===== config.mk =====
export PLATFORM = sky130hd
export DESIGN_NAME = alu_share_arbiter
export DESIGN_NICKNAME = d
export VERILOG_FILES = /design/src/rtl/alu_share_arbiter.sv
export SDC_FILE = /design/constraint.sdc
export NUM_CORES = 1
export LEC_CHECK = 0
export BUFFER_PORTS_ARGS = -buffer_cell sky130_fd_sc_hd__buf_2
export CAP_MARGIN = 20
export CORE_AREA = 2 2 110 112
export DETAILED_ROUTE_END_ITERATION = 8
export DIE_AREA = 0 0 112 114
export HOLD_SLACK_MARGIN = 0.06
export PLACE_DENSITY = 0.76
export SYNTH_ARGS = -nofsm -noshare
export SYNTH_HDL_FRONTEND = slang
export SYNTH_SLANG_ARGS = --single-unit

===== constraint.sdc =====
create_clock -name clk -period 4.38 [get_ports clk]
set_clock_uncertainty 0.1 [all_clocks]
set_input_delay 0 -clock clk [delete_from_list [all_inputs] [get_ports clk]]
set_output_delay 0 -clock clk [all_outputs]
set_load 0.03 [all_outputs]

===== src/rtl/alu_share_arbiter.sv =====
// Round-robin share of one combinational 32-bit ALU between two valid/ready requesters.
// Latency: accept -> one EXEC cycle -> response held in RESP until resp_ready; 3 cycles min per op.
// Backpressure: new requests get no ready until the response handshake completes and state is IDLE.
module alu_share_arbiter #(
    parameter int DATA_W  = 32,
    parameter bit RR_INIT = 1'b0
) (
    input  logic              clk,
    input  logic              rst_n,
    input  logic              req0_valid,
    output logic              req0_ready,
    input  logic [DATA_W-1:0] req0_a,
    input  logic [DATA_W-1:0] req0_b,
    input  logic [3:0]        req0_aluc,
    input  logic              req1_valid,
    output logic              req1_ready,
    input  logic [DATA_W-1:0] req1_a,
    input  logic [DATA_W-1:0] req1_b,
    input  logic [3:0]        req1_aluc,
    output logic [DATA_W-1:0] alu_a,
    output logic [DATA_W-1:0] alu_b,
    output logic [3:0]        alu_aluc,
    input  logic [DATA_W-1:0] alu_r,
    input  logic              alu_zero,
    input  logic              alu_carry,
    input  logic              alu_negative,
    input  logic              alu_overflow,
    output logic              resp_valid,
    input  logic              resp_ready,
    output logic              resp_id,
    output logic [DATA_W-1:0] resp_r,
    output logic [3:0]        resp_flags,
    output logic              busy
);

    typedef enum logic [1:0] {
        IDLE = 2'd0,
        EXEC = 2'd1,
        RESP = 2'd2
    } state_t;

    state_t            r_state;
    logic              r_last_gnt;
    logic [DATA_W-1:0] r_alu_a;
    logic [DATA_W-1:0] r_alu_b;
    logic [3:0]        r_alu_aluc;
    logic              r_resp_vld;
    logic              r_resp_id;
    logic [DATA_W-1:0] r_resp_r;
    logic [3:0]        r_resp_flags;

    logic w_idle;
    logic w_gnt0;
    logic w_gnt1;
    logic w_carry_ok;
    logic w_ovf_ok;

    // On a tie the requester that did not win last time gets the ALU.
    assign w_idle = (r_state == IDLE) && rst_n;
    assign w_gnt1 = req1_valid && (!req0_valid || !r_last_gnt);
    assign w_gnt0 = req0_valid && !w_gnt1;

    assign req0_ready = w_idle && w_gnt0;
    assign req1_ready = w_idle && w_gnt1;

    always_comb begin
        w_carry_ok = 1'b0;
        w_ovf_ok   = 1'b0;
        case (r_alu_aluc)
            4'b0000, 4'b0001, 4'b1010, 4'b1100,
            4'b1101, 4'b1110, 4'b1111: w_carry_ok = 1'b1;
            4'b0010, 4'b0011:          w_ovf_ok   = 1'b1;
            default: ;
        endcase
    end

    always_ff @(posedge clk) begin
        if (!rst_n) begin
            r_state      <= IDLE;
            r_last_gnt   <= ~RR_INIT;
            r_alu_a      <= '0;
            r_alu_b      <= '0;
            r_alu_aluc   <= '0;
            r_resp_vld   <= 1'b0;
            r_resp_id    <= 1'b0;
            r_resp_r     <= '0;
            r_resp_flags <= '0;
        end else begin
            case (r_state)
                IDLE: begin
                    if (w_gnt0 || w_gnt1) begin
                        r_alu_a    <= w_gnt1 ? req1_a    : req0_a;
                        r_alu_b    <= w_gnt1 ? req1_b    : req0_b;
                        r_alu_aluc <= w_gnt1 ? req1_aluc : req0_aluc;
                        r_resp_id  <= w_gnt1;
                        r_last_gnt <= w_gnt1;
                        r_state    <= EXEC;
                    end
                end
                EXEC: begin
                    r_resp_r     <= alu_r;
                    r_resp_flags <= {alu_zero, alu_carry & w_carry_ok,
                                     alu_negative, alu_overflow & w_ovf_ok};
                    r_resp_vld   <= 1'b1;
                    r_state      <= RESP;
                end
                RESP: begin
                    if (resp_ready) begin
                        r_resp_vld <= 1'b0;
                        r_state    <= IDLE;
                    end
                end
                default: begin
                    r_resp_vld <= 1'b0;
                    r_state    <= IDLE;
                end
            endcase
        end
    end

    assign alu_a      = r_alu_a;
    assign alu_b      = r_alu_b;
    assign alu_aluc   = r_alu_aluc;
    assign resp_valid = r_resp_vld;
    assign resp_id    = r_resp_id;
    assign resp_r     = r_resp_r;
    assign resp_flags = r_resp_flags;
    assign busy       = (r_state != IDLE);

endmodule


==> impl_metrics.py <==
metrics = {
    "run_status": {
        "outcome": "finished clean",
    },
    "clocking": {
        "root_buffer": "clkbuf_16",
        "clockBufferDepth": 2,
        "cts_resized": 0,
        "cts_tree": "yes",
        "clk_pin_slew_ps": 80,
        "cts_buffers": 9,
        "clk_latency_ps": 350,
        "h-tree-depth": 3,
        "clock-sinks": 109,
    },
    "setup_path": {
        "cp_max_fo": 45,
        "crit_type": "register to register",
        "crit_path_max_incr_delay_ps": 640,
        "rrSetupSlack_ps": 1470,
        "arrival_ps": 3100,
        "endpoint": "alu_b[6]",
        "crit_chain": "a21boi_4 > buf_4 > nand2_1 > a311oi_2 > dlygate4sd3_1",
        "cp.depth": 5,
        "r2r_cells": 5,
        "critPathLaunch": "r_last_gnt",
        "worstReg2RegEnd": "alu_b[6]",
        "cp-end-kind": "register",
        "start_kind": "register",
        "crit_required_ps": 4570,
        "r2r-start": "r_last_gnt",
        "cpMaxStageDelayCell": "dlygate4sd3_1",
        "crit_family": "buffers and inverters",
        "cp_num_buf_inv": 2,
    },
    "final_layout": {
        "final_cell_area_um2": 8120,
        "final_nets": 1172,
        "fin_cells": 1147,
        "fillerInstances": 894,
        "area_growth_pct": 75.0,
        "antenna_cells": 0,
        "layout-drive-gt1-share_pct": 33.6,
    },
    "floorplan": {
        "die_area_um2": 12800,
        "core_um2": 11700,
        "start_util_pct": 39.6,
        "die_y_um": 114,
        "ios": 286,
        "fp-row-count": 40,
        "die_w_um": 112,
    },
    "synth": {
        "synthDistinctLibCells": 27,
        "ys_warn_count": 0,
        "synth_area_um2": 4640,
        "syn_area_per_cell_um2": 8.07,
        "synthCells": 575,
        "synth_top_area_cell": "dfxtp_1",
        "ys_seq_area_share_pct": 47.0,
        "ys_seq_elements": 109,
        "synth_top_area_share_pct": 47.0,
        "synthesis.nets": 752,
        "synth_area_leaders": "dfxtp_1 47%, nand2_1 17%, a21oi_1 12%",
    },
    "drt": {
        "drt-wirelength-per-cell_um": 16.8,
        "via_per_inst": 5.34,
        "drc": 0,
        "drt-pass1-iter-count": 5,
        "ant_nets": 0,
        "first_iter_violations": 443,
        "vias": 6121,
        "wl_mm": 19.2,
    },
    "timing": {
        "fin_crit_ps": 2910,
        "fin_ws_ps": 1470,
        "min_period_over_period_pct": 66.5,
        "finalSetupTns_ps": 0,
        "finalSetupViolations": 0,
        "max_slew_margin_pct": 39.5,
        "slew_violations": 0,
        "finalHoldViolCount": 0,
        "rsz0062_at_grt": "false",
        "worstMarginPinSlew_ps": 907,
        "fmax_ghz": 0.343,
    },
    "global_route": {
        "grt_pass1_vias": 6219,
        "grt.total_usage_pct": 28.7,
        "grt_pass1_wl_mm": 29.6,
        "grt_busiest_layer": "met2",
        "grt_use_met2_pct": 53.1,
        "grt_overflow": 0,
        "grt_antenna_before_repair": 0,
        "use_met3_pct": 6.80,
        "grt_max_degree": 76,
        "grtUsageMet1_pct": 30.6,
    },
    "power": {
        "seqPwrFrac_pct": 38.9,
        "internal_power_mw": 1.95,
        "p_leak_nw": 3.85,
        "sw_frac_of_total_pct": 34.3,
        "vdd_drop_max_uv": 220,
        "power_density_nw_per_um2": 365,
        "comb_power_share_pct": 32.5,
        "clkPwrFrac_pct": 28.6,
        "p_sw_mw": 1.02,
    },
    "run": {
        "maxCapViolCount": 0,
    },
    "place": {
        "gp_congestion": 0.753,
        "port_buffers": 285,
        "placed_area_um2": 6060,
        "dp_cells": 956,
        "dp_slack_ps": 2200,
        "place_hpwl_mm": 9.83,
    },
    "worst_hold_path": {
        "hold_depth": 4,
        "min_path_type": "input pin to register",
    },
}
## power groups by stage
| stage | Combinational (mW) | Sequential (mW) | Clock (mW) |
|---|---|---|---|
| 6_report | 0.965 | 1.15 | 0.848 |
| 5_1_grt | 1.03 | 1.17 | 0.905 |
| 4_1_cts | 0.934 | 1.15 | 0.860 |
| 3_5_place_dp | 0.755 | 1.17 | 0 |
| 3_3_place_gp | 0.751 | 1.17 | 0 |
| 2_1_floorplan | 0.314 | 1.37 | 0 |
## area by class of cell
cell class                      count  area (um2)  share of cell area (%)
Sequential cell                   109        2180                    26.9
Inverter                            2        8.76                   0.108
Tap cell                          147         184                    2.26
Clock inverter                      7        81.3                    1.00
Timing Repair Buffer              467        3230                    39.8
Multi-Input combinational cell    406        2210                    27.2
Clock buffer                        9         225                    2.77
## stage by stage
step           util (%)  power [mW]  hold slack (ps)
2_1_floorplan         -        1.68            -23.8
3_3_place_gp       51.8        1.92              143
3_5_place_dp       51.8        1.93              148
4_1_cts            69.3        2.94             95.4
5_1_grt            69.3        3.10              119
6_report           69.3        2.97             94.9
## metal layers
metal / part of all wire, % / vias to the layer above
met4: 3.9 / 0
met3: 7.3 / 69
met1: 38 / 2870
li1: - / 2855
met5: 0 / -
met2: 51 / 327
## flip-flops by register name, indices dropped and copies added (netlist names)
signal and cells:
alu_aluc 4, r_last_gnt 1, alu_a 32, alu_b 32, resp_id 1, resp_valid 1
r_state 2, resp_flags 4, resp_r 32
## layout by cell type, fill, tap and decap left out, types with 2 or more instances in the layout
| cell | n |
|---|---|
| a21bo_2 | 2 |
| a21oi_1 | 107 |
| a311oi_1 | 48 |
| a311oi_2 | 20 |
| and3_1 | 2 |
| buf_2 | 285 |
| buf_4 | 7 |
| clkbuf_16 | 9 |
| clkinv_2 | 2 |
| clkinvlp_4 | 2 |
| dfxtp_1 | 109 |
| dlygate4sd3_1 | 175 |
| inv_8 | 2 |
| nand2_1 | 208 |
| nand2b_1 | 2 |
| nor2_1 | 3 |
| o21ai_0 | 2 |
## worst register-to-register path, cell delays in order (launching register included)
cell and delay [ps]:
dfxtp_1 360, a21boi_4 630, buf_4 540, nand2_1 220, a311oi_2 370, dlygate4sd3_1 640
## cell families (layout without fill, tap and decap cells)
kind of cell / Yosys count / in the layout / synth area share, %
AO/OA/AOI/OAI: 183 / 183 / 28.5
flip-flops: 109 / 109 / 47.0
buffers and inverters: 60 / 485 / 5.77
AND/OR/NAND/NOR: 223 / 223 / 18.7
## cell usage after synthesis
master and n:
and2_4 1, dfxtp_1 109, a21oi_1 107, nor2b_1 2
o2111ai_1 1, buf_1 4, inv_2 1, nor2_1 4
nand2_1 208, o21bai_1 1, inv_1 1, a21boi_2 1
nand2b_1 2, nand3_1 1, a311oi_1 48, or2_1 1
clkbuf_1 42, a21bo_2 2, nor4bb_1 1, buf_6 4
o21ai_0 2, buf_4 1, buf_2 7, nor3_1 1
a311oi_2 20, and3_1 2, o211a_1 1
## timing repair
action,CTS,global route
hold buffers,175,0
hold endpoints to repair,108,0
setup buffers,0,0
## worst min path at each step
stage / from / to
CTS: req0_valid / resp_id
floorplan: rst_n / r_last_gnt
detailed placement: alu_r[14] / resp_r[14]
global placement: alu_r[27] / resp_r[27]
global route: req1_valid / resp_id
finish: req0_valid / resp_id
Note: power is estimated with default switching activity, not from simulation.
